<file path="src/rtl/matrix_result_streamer.sv">
// ---------------------------------------------------------------------------
// matrix_result_streamer
//
// Captures a packed DIM_MAX x DIM_MAX result matrix from the matrix operation
// units and streams the active N x N sub-matrix (N = 2..DIM_MAX) out one
// element per beat, in row-major order, over a valid/ready handshake.
// Elements are passed through bit-exact.
//
// Ports
//   clk          system clock, rising edge
//   rst          synchronous reset, active-high
//   load_valid   load_matrix/load_size are valid
//   load_ready   streamer can accept a matrix (high in IDLE)
//   load_matrix  packed matrix, element (r,c) at [(r*DIM_MAX+c)*ELEM_W +: ELEM_W]
//   load_size    active dimension N
//   out_valid    out_data holds a valid element
//   out_ready    downstream accepts the element this cycle
//   out_data     current element
//   out_row      row index of out_data
//   out_col      column index of out_data
//   out_last     out_data is element (N-1,N-1)
//   busy         high while streaming
//   size_err     one-cycle pulse after a load with an illegal size
// ---------------------------------------------------------------------------
module matrix_result_streamer #(
   parameter int ELEM_W   = 8,
   parameter int DIM_MAX  = 5,
   parameter int MATRIX_W = ELEM_W * DIM_MAX * DIM_MAX
) (
   input  logic                clk,
   input  logic                rst,
   input  logic                load_valid,
   output logic                load_ready,
   input  logic [MATRIX_W-1:0] load_matrix,
   input  logic [2:0]          load_size,
   output logic                out_valid,
   input  logic                out_ready,
   output logic [ELEM_W-1:0]   out_data,
   output logic [2:0]          out_row,
   output logic [2:0]          out_col,
   output logic                out_last,
   output logic                busy,
   output logic                size_err
);

   localparam int NUM_ELEM   = DIM_MAX * DIM_MAX;
   localparam int IDX_W      = $clog2(NUM_ELEM);
   localparam int ELEM_SLOTS = 1 << IDX_W;

   typedef enum logic {
      ST_IDLE,
      ST_STREAM
   } state_t;

   state_t                state_q, state_d;
   logic [MATRIX_W-1:0]   matrix_q, matrix_d;
   logic [2:0]            size_q, size_d;
   logic [2:0]            row_q, row_d;
   logic [2:0]            col_q, col_d;
   logic                  size_err_q, size_err_d;

   // Unpack the captured matrix into an element table. The table is padded to
   // a power-of-two depth so every value of the element index selects a
   // defined entry.
   logic [ELEM_W-1:0]     elem [ELEM_SLOTS];
   logic [IDX_W-1:0]      elem_idx;
   logic [2:0]            size_m1;
   logic                  size_legal;
   logic                  last_beat;

   genvar gi;
   generate
      for (gi = 0; gi < ELEM_SLOTS; gi++) begin : g_elem
         if (gi < NUM_ELEM) begin : g_used
            assign elem[gi] = matrix_q[gi*ELEM_W +: ELEM_W];
         end else begin : g_pad
            assign elem[gi] = '0;
         end
      end
   endgenerate

   assign elem_idx   = IDX_W'(row_q) * IDX_W'(DIM_MAX) + IDX_W'(col_q);
   assign size_m1    = size_q - 3'd1;
   assign last_beat  = (row_q == size_m1) && (col_q == size_m1);
   assign size_legal = (load_size >= 3'd2) && (load_size <= 3'(DIM_MAX));

   always_comb begin
      state_d    = state_q;
      matrix_d   = matrix_q;
      size_d     = size_q;
      row_d      = row_q;
      col_d      = col_q;
      size_err_d = 1'b0;

      load_ready = 1'b0;
      out_valid  = 1'b0;
      out_data   = '0;
      out_last   = 1'b0;
      busy       = 1'b0;
      out_row    = row_q;
      out_col    = col_q;
      size_err   = size_err_q;

      unique case (state_q)
         ST_IDLE: begin
            load_ready = 1'b1;
            if (load_valid) begin
               if (size_legal) begin
                  matrix_d = load_matrix;
                  size_d   = load_size;
                  row_d    = 3'd0;
                  col_d    = 3'd0;
                  state_d  = ST_STREAM;
               end else begin
                  size_err_d = 1'b1;
               end
            end
         end

         ST_STREAM: begin
            busy      = 1'b1;
            out_valid = 1'b1;
            out_data  = elem[elem_idx];
            out_last  = last_beat;
            if (out_ready) begin
               if (last_beat) begin
                  // Park the indices at (0,0) so IDLE presents a clean position.
                  row_d   = 3'd0;
                  col_d   = 3'd0;
                  state_d = ST_IDLE;
               end else if (col_q == size_m1) begin
                  col_d = 3'd0;
                  row_d = row_q + 3'd1;
               end else begin
                  col_d = col_q + 3'd1;
               end
            end
         end

         default: begin
            state_d = ST_IDLE;
         end
      endcase
   end

   always_ff @(posedge clk) begin
      if (rst) begin
         state_q    <= ST_IDLE;
         matrix_q   <= '0;
         size_q     <= 3'd0;
         row_q      <= 3'd0;
         col_q      <= 3'd0;
         size_err_q <= 1'b0;
      end else begin
         state_q    <= state_d;
         matrix_q   <= matrix_d;
         size_q     <= size_d;
         row_q      <= row_d;
         col_q      <= col_d;
         size_err_q <= size_err_d;
      end
   end

endmodule

</file>
<file path="config.mk">
export PLATFORM = sky130hd
export DESIGN_NAME = matrix_result_streamer
export DESIGN_NICKNAME = d
export VERILOG_FILES = /design/src/rtl/matrix_result_streamer.sv
export SDC_FILE = /design/constraint.sdc
export NUM_CORES = 1
export LEC_CHECK = 0
export BUFFER_PORTS_ARGS = -buffer_cell sky130_fd_sc_hd__buf_2
export CAP_MARGIN = 40
export CORE_MARGIN = 4
export CORE_UTILIZATION = 35
export CTS_CLUSTER_SIZE = 10
export DETAILED_ROUTE_END_ITERATION = 7
export SYNTH_ARGS = -nofsm -noshare
export SYNTH_HDL_FRONTEND = slang
export SYNTH_SLANG_ARGS = --single-unit
</file>
<file path="constraint.sdc">
create_clock -name clk -period 3.4 [get_ports clk]
set_clock_uncertainty 0.2 [all_clocks]
set_input_delay 0.17 -clock clk [delete_from_list [all_inputs] [get_ports clk]]
set_output_delay 0.17 -clock clk [all_outputs]
set_load 0.02 [all_outputs]
</file>
==> results of run 1 <==
layout by cell type (no fill, tap or decap), types with 3 or more instances in the layout:
master	synthesis	layout
ha_4	0	3
nand2_1	440	439
mux2i_1	26	26
xnor2_1	7	5
a221oi_1	8	4
dfxtp_1	211	209
o2111a_2	0	4
a2111oi_2	1	8
buf_4	4	16
o2111a_1	7	3
dlygate4sd3_1	0	224
nand4_1	8	8
xor2_1	5	5
ha_1	11	7
a21oi_1	213	212
nand4b_1	8	8
a22o_1	7	7
inv_1	7	6
mux4_2	32	32
nand2b_1	3	3
o21ai_0	3	3
clkbuf_16	0	25
buf_6	2	13
a221oi_2	0	4
nor2b_1	11	9
buf_2	45	216
nor2_1	8	7
buf_12	0	8
worst paths after layout:
check	from	end	slack, ns	cells after the start
setup / recovery	out_row[2]	out_data[4]	-0.12	11
hold / removal	load_size[1]	matrix_q[126]	0.09	5
setup reg to reg	state_q	size_q[2]	0.47	6
hold reg to reg	matrix_q[42]	matrix_q[42]	0.25	2
sequential cells by signal, summed over array words and instances, names as in the netlist:
signal    cells
out_row       3
size_q        3
state_q       1
matrix_q    200
size_err      1
out_col       3
worst register-to-register path, cell delays in order, from the launching register on:
cell	delay (ns)
dfxtp_1	0.82
nand2b_1	0.31
nor2_1	0.09
o21ai_0	0.15
dlygate4sd3_1	0.59
a21oi_1	0.08
dlygate4sd3_1	0.57
power by group through the flow:
stage,clock network (mW),logic (mW),registers [mW]
4_1_cts,2.36,1.28,2.71
6_report,2.31,1.29,2.72
3_3_place_gp,0,1.01,2.76
2_1_floorplan,0,0.665,2.74
3_5_place_dp,0,1.02,2.77
5_1_grt,2.44,1.40,2.73
synth_stat cells (3+ instances only):
library cell | number | area, um^2
inv_1 | 7 | 26.28
nand4_1 | 8 | 50.05
nand2_1 | 440 | 1652
buf_4 | 4 | 30.03
a22o_1 | 7 | 61.31
a2111oi_0 | 7 | 61.31
xnor2_1 | 7 | 61.31
mux4_2 | 32 | 720.7
a21oi_1 | 213 | 1066
a221oi_1 | 8 | 70.07
mux2i_1 | 26 | 260.3
clkbuf_1 | 40 | 150.1
nand2b_1 | 3 | 18.77
nor2_1 | 8 | 30.03
nand4b_1 | 8 | 70.07
xor2_1 | 5 | 43.79
o21ai_0 | 3 | 15.01
dfxtp_1 | 211 | 4224
ha_1 | 11 | 137.6
nor2b_1 | 11 | 68.82
buf_2 | 45 | 225.2
o2111a_1 | 7 | 78.83
final cells by class:
class,count,share of cell area
Multi-Input combinational cell,831,0.3497
Timing Repair Buffer,479,0.2703
Sequential cell,211,0.3002
Tap cell,335,0.02978
Antenna cell,1,0.0001778
Clock inverter,2,0.0009777
Inverter,7,0.001866
Clock buffer,29,0.04693
kinds of logic (layout without fill, tap and decap cells):
group,count (synthesis),count (layout)
compound gates,256,256
flops,211,211
mux,58,58
fa+ha+maj,12,12
other cells,0,1
xor+xnor,12,12
simple gates,493,493
buf+inv,99,517
stage by stage:
| stage | cells | hold slack [ns] | setup WS (ns) |
|---|---|---|---|
| floorplan | 1141 | 0.1060 | 0.2012 |
| global route | 1894 | 0.1405 | -0.2227 |
| detailed placement | 1634 | 0.2178 | 0.09071 |
| finish | 1895 | 0.09045 | -0.1177 |
| global placement | 1633 | 0.2159 | 0.1585 |
| CTS | 1894 | 0.07247 | -0.1356 |
per-layer routing:
layer / track usage / part of all wire / up-vias
li1: - / - / 4681
met1: 0.2658 / 0.43 / 4444
met2: 0.3424 / 0.48 / 304
met3: 0.03406 / 0.056 / 70
met4: 0.07724 / 0.035 / 0
met5: 0 / 0 / -
timing repair:
| item | in CTS | in global routing |
|---|---|---|
| endpoints found under the hold margin | 206 | 0 |
| hold buffers | 224 | 0 |
| gates resized for setup | 55 | 6 |
| gates cloned | 1 | 0 |
| pin swaps | 18 | 9 |
| setup buffers | 4 | 0 |
| setup endpoints to repair | 8 | 8 |
==> qor.csv, run 1 <==
stage,metric,value,unit
clocking,cts_tree,done,
routing,first_iter_violations,716,
setup_path,path_cells,"ha_4, ha_4, inv_2, fa_2, nor2b_4, buf_6, nand2_4, nor2_4, a22o_1, o2111a_2, buf_6",
power,p_int,4.613,mW
sta,min_period_over_period,1.035,
layout,fillers,2375,
job,maxCapViolations,0,
clocking,cts_buffers,25,
setup_path,slowest_delay,0.64,ns
yosys,synthXorXnorAreaFrac,0.01117,
global_routing,grt_pass1_vias,9247,
sta,fin_ws,-0.1177,ns
floorplan,num_rows,59,
setup_path,critPathKind,reg2out,
sta,finalCriticalPeriod,3.518,ns
routing,drtPass1Iterations,6,
floorplan,ios,226,
layout,multi_input_area,4923,um^2
yosys,ys.flop_type,dfxtp_1,
setup_path,cp_num_buf_inv,3,
place,placement.cell_area,10890,um^2
power,clock_power_share,0.366,
setup_path,setup.worst_path.end_class,output port,
power,switchingPower,1.702,mW
sta,slew_viol_final,0,
yosys,syn_area,9407,um^2
clocking,cts-htree-levels,1,
routing,viasPerCell,5.013,
yosys,syn-instance-count,1141,
status,violations,negative setup slack,
power,max-vdd-ir-drop,0.3141,mV
global_routing,grt_pass1_wl,48.32,mm
setup_path,crit_arrival,3.15,ns
setup_path,start_kind,register,
yosys,yosysUniqueCellTypes,46,
global_routing,grt_max_degree,113,
layout,final_nets,1774,
floorplan,start_util,0.3579,
yosys,ys_seq_elements,211,
global_routing,grt.total_usage,0.2045,
routing,route.detailed.drc,0,
layout,fin_util,0.5357,
yosys,synth_compound_area_frac,0.1575,
yosys,ys_seq_area_frac,0.4491,
power,cellLeakagePower,5.485,nW
floorplan,die_area,29560,um^2
sta,finalSetupViolCount,8,
routing,num_vias,9499,
layout,drive_gt1_frac,0.2296,
yosys,muxShareOfSynthArea,0.1043,
sta,rsz0062_at_grt,yes,
setup_path,cp_max_fo,8,
global_routing,antenna_found_initial,0,
routing,wl,31.93,mm
yosys,synth-simple-area-share,0.2126,
yosys,synth_edf_count,0,
floorplan,dieWidth,171.9,um
sta,relSlewSlack,0.4871,
yosys,synth_top_family_by_area,simple AND/OR/NAND/NOR gates,
yosys,synthArstFlopShare,0,
clocking,clk_pin_slew,0.06,ns
floorplan,core_area,26280,um^2
power,p_total,6.315,mW
power,p_per_area,448.6,nW/um^2
setup_path,crit_required,3.03,ns
clocking,numClockSinks,211,
layout,final_cell_area,14080,um^2
setup_path,cp_slowest_cell,fa_2,
status,status,"complete, but fails checks",
sta,max_clock_freq,284.3,MHz
power,combPwrFrac,0.204,
yosys,yosysWarnings,0,
floorplan,die_h,171.9,um
place,place_congestion,0.7945,
setup_path,cp_top_family,adder cells,
clocking,cts_root_buffer,clkbuf_16,
place,dp_hpwl,20.46,mm
layout,synthToLayoutAreaGrowth,49.65,%
min_path,min_path_type,in2reg,
power,sequentialPowerShare,0.430,
clocking,cts_buffer_depth,3,
routing,wl_per_cell,16.85,um
routing,postRouteAntennaNets,0,
power,swShare,0.2695,
sta,worst_pin_slew,0.7683,ns
yosys,synth.net_count,1360,
layout,regArea,4227,um^2
yosys,synth_area_per_cell,8.244,um^2
yosys,synthAdderAreaFrac,0.01676,
place,port_buffers,225,
sta,setup_tns,-0.7606,ns
clocking,clk_latency,0.50,ns
global_routing,grt_overflow,0,
sta,final-hold-violation-count,0,
No activity file was read; power rests on OpenSTA's default activity.
==> run 2: changes to the inputs <==
Settings changed: CORE_UTILIZATION 35 to 54, PLACE_DENSITY from default to 0.8.
==> qor.csv, run 2 (synthesized netlist as in run 1, its figures left out) <==
stage,metric,value,unit,change
status,status,"complete, but fails checks",,
status,violations,negative setup slack,,
sta,relSlewSlack,0.3521,,-0.1350
sta,fin_ws,-0.06672,ns,+0.05097 ns
layout,fin_util,0.8160,,+0.2804
clocking,cts_root_buffer,clkbuf_16,,
layout,final_cell_mix,"nand2_1 (439), buf_2 (216), a21oi_1 (213), dfxtp_1 (209), dlygate4sd3_1 (207)",,
power,clock_power_share,0.362,,-0.004
floorplan,ios,226,,unchanged
layout,synthToLayoutAreaGrowth,45.90,%,
setup_path,worstRegToRegCells,6,,unchanged
power,p_int,4.564,mW,-1.1%
routing,wl_per_cell,20.06,um,+19%
setup_path,cp_max_fo,8,,unchanged
layout,largest_register_ffs,200,,unchanged
clocking,cts-htree-levels,1,,unchanged
place,place_congestion,0.8645,,+8.8%
sta,hold_ws,0.02317,ns,-0.06728 ns
sta,min_period_over_period,1.020,,-0.01499
layout,regMostFlops,matrix_q,,
min_path,min_path_type,in2reg,,
floorplan,die_area,19590,um^2,-34%
sta,slew_viol_final,0,,unchanged
power,max-vdd-ir-drop,0.3717,mV,+18%
setup_path,critPathKind,reg2out,,
global_routing,antenna_found_initial,4,,+4
floorplan,dieWidth,140.0,um,-19%
job,maxCapViolations,0,,unchanged
global_routing,grt_overflow,0,,unchanged
clocking,clk_pin_slew,0.05,ns,about the same
power,swShare,0.2755,,+0.005981
clocking,cts_buffer_depth,3,,unchanged
power,switchingPower,1.735,mW,+2.0%
layout,drive_gt1_frac,0.2313,,+0.001685
layout,layout.cells.most_common,nand2_1,,
setup_path,setup.worst_path.end_class,output port,,
sta,finalCriticalPeriod,3.467,ns,-0.05097 ns
clocking,cts_tree,done,,
routing,first_iter_violations,998,,+39%
floorplan,start_util,0.5593,,+0.2014
floorplan,core_area,16820,um^2,-36%
floorplan,die_h,140.0,um,-19%
power,combPwrFrac,0.206,,+0.002
power,p_per_area,459.0,nW/um^2,+2.3%
global_routing,grt_pass1_vias,10640,,+15%
routing,num_vias,10250,,+7.9%
setup_path,start_kind,register,,
min_path,whs_path_depth,2,,-3
sta,finalSetupViolCount,8,,unchanged
sta,max_clock_freq,288.5,MHz,+1.5%
sta,worst_pin_slew,0.9719,ns,+0.2036 ns
layout,final_nets,1756,,-1.0%
clocking,cts_buffers,25,,unchanged
global_routing,grt.total_usage,0.3519,,+0.1474
place,port_buffers,225,,unchanged
routing,viasPerCell,5.808,,+16%
clocking,numClockSinks,211,,unchanged
clocking,clk_latency,0.51,ns,about the same
setup_path,crit_arrival,3.10,ns,-0.05 ns
global_routing,grt_pass1_wl,55.82,mm,+16%
sta,final-hold-violation-count,0,,unchanged
power,sequentialPowerShare,0.432,,+0.002
sta,rsz0062_at_grt,yes,,
global_routing,grt_max_degree,203,,+80%
power,p_total,6.300,mW,-0.24%
power,cellLeakagePower,5.337,nW,-2.7%
place,dp_hpwl,18.04,mm,-12%
setup_path,crit_required,3.03,ns,about the same
routing,route.detailed.drc,0,,unchanged
routing,drtPass1Iterations,6,,unchanged
floorplan,num_rows,47,,-20%
routing,wl,35.39,mm,+11%
routing,postRouteAntennaNets,0,,unchanged
[run 2: worst paths after layout]
path,startpoint,endpoint,slack (ns)
worst max-delay path,out_row[2],out_data[3],-0.07
worst min-delay path,rst,matrix_q[159],0.02
worst max register to register,state_q,size_q[2],0.50
worst min register to register,matrix_q[12],matrix_q[12],0.25
[run 2: routing by layer]
| metal | wire [um] | share of wire | vias up | GRT usage |
|---|---|---|---|---|
| li1 | - | - | 4657 | - |
| met2 | 17800 | 0.50 | 641 | 0.6156 |
| met5 | 0 | 0 | - | 0 |
| met1 | 12470 | 0.35 | 4752 | 0.4048 |
| met3 | 2901 | 0.082 | 195 | 0.06919 |
| met4 | 2219 | 0.063 | 0 | 0.1912 |
[run 2: final cells by class]
type	count	area (um^2)
multi-input cells	831	4954
flip-flops and latches	211	4227
repair buffers	461	3570
fillers	952	3094
clock buffers	27	643.1
well taps	220	275.3
inverters	7	26.28
clock inverters	2	17.52
diodes	5	12.51
[run 2: through the flow]
stage / setup TNS, ns / setup WS [ns] / cell area (um^2) / cells
after floorplan: 0 / 0.2012 / 9407 / 1141
after global placement: 0 / 0.3259 / 10690 / 1520
after detailed placement: 0 / 0.2590 / 10690 / 1520
after CTS: -0.1960 / -0.03169 / 13690 / 1757
after global routing: -0.8498 / -0.1253 / 13720 / 1763
final: -0.4180 / -0.06672 / 13720 / 1764
[run 2: critical path, stage by stage, from the launching register on]
cell,delay [ns]
dfxtp_2,0.34
ha_4,0.24
ha_4,0.26
inv_2,0.03
fa_2,0.61
nor2b_4,0.20
buf_6,0.17
a221oi_2,0.08
a221o_1,0.34
and4_4,0.18
buf_6,0.13
[run 2: repair_timing]
action,4_1_cts,5_1_grt
resized for setup,57,2
hold endpoints to repair,206,0
cloned,0,0
pin swaps,22,8
hold buffers,207,0
setup endpoints to repair,8,8
buffers inserted,2,2
[run 2: power by group through the flow]
stage | registers [mW] | logic, mW | clock network, mW
after floorplan | 2.74 | 0.665 | 0
after global placement | 2.76 | 0.965 | 0
after detailed placement | 2.76 | 0.979 | 0
after CTS | 2.71 | 1.23 | 2.28
after global routing | 2.74 | 1.39 | 2.39
final | 2.72 | 1.30 | 2.28
==> run 3: changes to the inputs <==
Settings changed: RECOVER_POWER from default to 100.
==> qor.csv, run 3 (synthesized netlist as in run 1, its figures left out) <==
stage,metric,value,unit,change
clocking,clk_latency,0.51,ns,about the same
sta,min_period_over_period,1.025,,+0.004928
clocking,numClockSinks,211,,unchanged
power,p_per_area,459.4,nW/um^2,about the same
layout,fillers,957,,+0.53%
global_routing,antenna_found_initial,4,,unchanged
sta,max_clock_freq,287.1,MHz,-0.48%
status,status,"complete, but fails checks",,
floorplan,num_rows,47,,unchanged
place,placement.cell_area,10690,um^2,unchanged
sta,relSlewSlack,0.3481,,-0.004017
layout,final_cell_mix,"nand2_1 (439), a21oi_1 (213), buf_2 (212), dfxtp_1 (209), dlygate4sd3_1 (207)",,
clocking,cts_root_buffer,clkbuf_16,,
power,cellLeakagePower,5.316,nW,-0.40%
setup_path,crit_arrival,3.11,ns,about the same
global_routing,grt_pass1_vias,10640,,unchanged
floorplan,ios,226,,unchanged
global_routing,grt.total_usage,0.3519,,unchanged
setup_path,setup.worst_path.end_class,output port,,
routing,viasPerCell,5.823,,+0.25%
setup_path,worstRegToRegCells,6,,unchanged
layout,drive_gt1_frac,0.2281,,-0.003249
layout,fin_util,0.8155,,about the same
sta,slew_viol_final,0,,unchanged
setup_path,cp_slowest_cell,fa_2,,
global_routing,grt_overflow,0,,unchanged
floorplan,die_area,19590,um^2,unchanged
setup_path,rrSetupSlack,0.50,ns,about the same
min_path,min_path_type,in2reg,,
sta,final-hold-violation-count,0,,unchanged
floorplan,core_area,16820,um^2,unchanged
setup_path,cp_max_fo,8,,unchanged
setup_path,cp_num_buf_inv,3,,unchanged
setup_path,path_cells,"ha_4, ha_4, inv_2, fa_2, nor2b_4, buf_6, a221oi_2, a221o_1, and4_4, buf_6",,
place,dp_hpwl,18.04,mm,unchanged
power,p_total,6.300,mW,about the same
routing,drtPass1Iterations,7,,+1
floorplan,dieWidth,140.0,um,unchanged
sta,finalSetupViolCount,8,,unchanged
clocking,cts_buffer_depth,3,,unchanged
place,port_buffers,225,,unchanged
min_path,whs_endpoint,matrix_q[159],,
setup_path,cp_top_family,adder cells,,
routing,num_vias,10270,,+0.25%
setup_path,start_kind,register,,
sta,finalCriticalPeriod,3.483,ns,+0.01675 ns
clocking,clk_pin_slew,0.05,ns,about the same
min_path,hp-start,rst,,
place,place_congestion,0.8645,,unchanged
job,maxCapViolations,0,,unchanged
floorplan,start_util,0.5593,,unchanged
min_path,whs_path_depth,2,,unchanged
layout,synthToLayoutAreaGrowth,45.81,%,about the same
setup_path,critPathKind,reg2out,,
setup_path,r2r_start,state_q,,
routing,postRouteAntennaNets,0,,unchanged
routing,route.detailed.drc,0,,unchanged
layout,largest_register_ffs,200,,unchanged
routing,wl_per_cell,20.14,um,+0.40%
status,violations,negative setup slack,,
layout,final_cell_area,13720,um^2,about the same
routing,first_iter_violations,1005,,+0.70%
global_routing,grt_max_degree,203,,unchanged
clocking,cts_buffers,25,,unchanged
sta,rsz0062_at_grt,yes,,
layout,final_nets,1756,,unchanged
clocking,cts_tree,done,,
sta,fin_ws,-0.08348,ns,-0.01675 ns
floorplan,die_h,140.0,um,unchanged
clocking,cts-htree-levels,1,,unchanged
setup_path,rr_endpoint,size_q[2],,
routing,wl,35.53,mm,+0.40%
global_routing,grt_pass1_wl,55.82,mm,unchanged
layout,regMostFlops,matrix_q,,
layout,layout.cells.most_common,nand2_1,,
sta,worst_pin_slew,0.9779,ns,+0.006025 ns
setup_path,crit_required,3.03,ns,about the same
setup_path,slowest_delay,0.49,ns,-0.12 ns
power,max-vdd-ir-drop,0.3722,mV,+0.12%
## run 3: timing repair
action	CTS	global route
setup buffers	2	2
hold endpoints to repair	206	0
resized for setup	57	2
pin swaps	22	8
hold buffers	207	0
setup endpoints to repair	8	8
## run 3: metal layers
layer / track usage / up-vias / wire length [um]
li1: - / 4654 / -
met1: 0.4048 / 4765 / 12540
met2: 0.6156 / 657 / 17810
met3: 0.06919 / 195 / 2923
met4: 0.1912 / 0 / 2259
met5: 0 / - / 0
## run 3: power by group
| group | leakage (nW) | internal (mW) | switching [mW] |
|---|---|---|---|
| Clock | 0.325 | 1.32 | 0.958 |
| Sequential | 1.72 | 2.62 | 0.0996 |
| Combinational | 3.27 | 0.616 | 0.681 |
## run 3: final cells by class
type,instances,area (um^2),area share
timing repair buffer,461,3561,0.2596
multi-input combinational,831,4954,0.3612
clock inverter,2,17.52,0.001277
inverter,7,26.28,0.001916
antenna,5,12.51,0.0009122
tap,220,275.3,0.02007
sequential,211,4227,0.3082
clock buffer,27,643.1,0.04689
## run 3: metrics by stage
step	setup TNS, ns	hold slack (ns)	cells	setup slack (ns)
detailed placement	0	0.2160	1520	0.2590
finish	-0.4460	0.01704	1764	-0.08348
CTS	-0.1960	0.01564	1757	-0.03169
floorplan	0	0.1060	1141	0.2012
global route	-0.8498	0.07575	1763	-0.1253
global placement	0	0.2129	1520	0.3259
## run 3: how the worst max path moves through the flow
stage | from | depth (start not counted) | end
detailed placement | out_row[0] | 10 | out_data[4]
CTS | out_row[2] | 10 | out_data[4]
floorplan | out_row[0] | 10 | out_data[3]
global placement | out_row[0] | 10 | out_data[7]
finish | out_row[2] | 10 | out_data[3]
global route | out_row[2] | 10 | out_data[3]
## run 3: worst register-to-register path, stage by stage, from the launching register on
cell and delay (ns):
dfxtp_1 0.81, nand2b_1 0.31, nor2_1 0.09, o21ai_0 0.14, dlygate4sd3_1 0.56, a21oi_1 0.06, dlygate4sd3_1 0.61
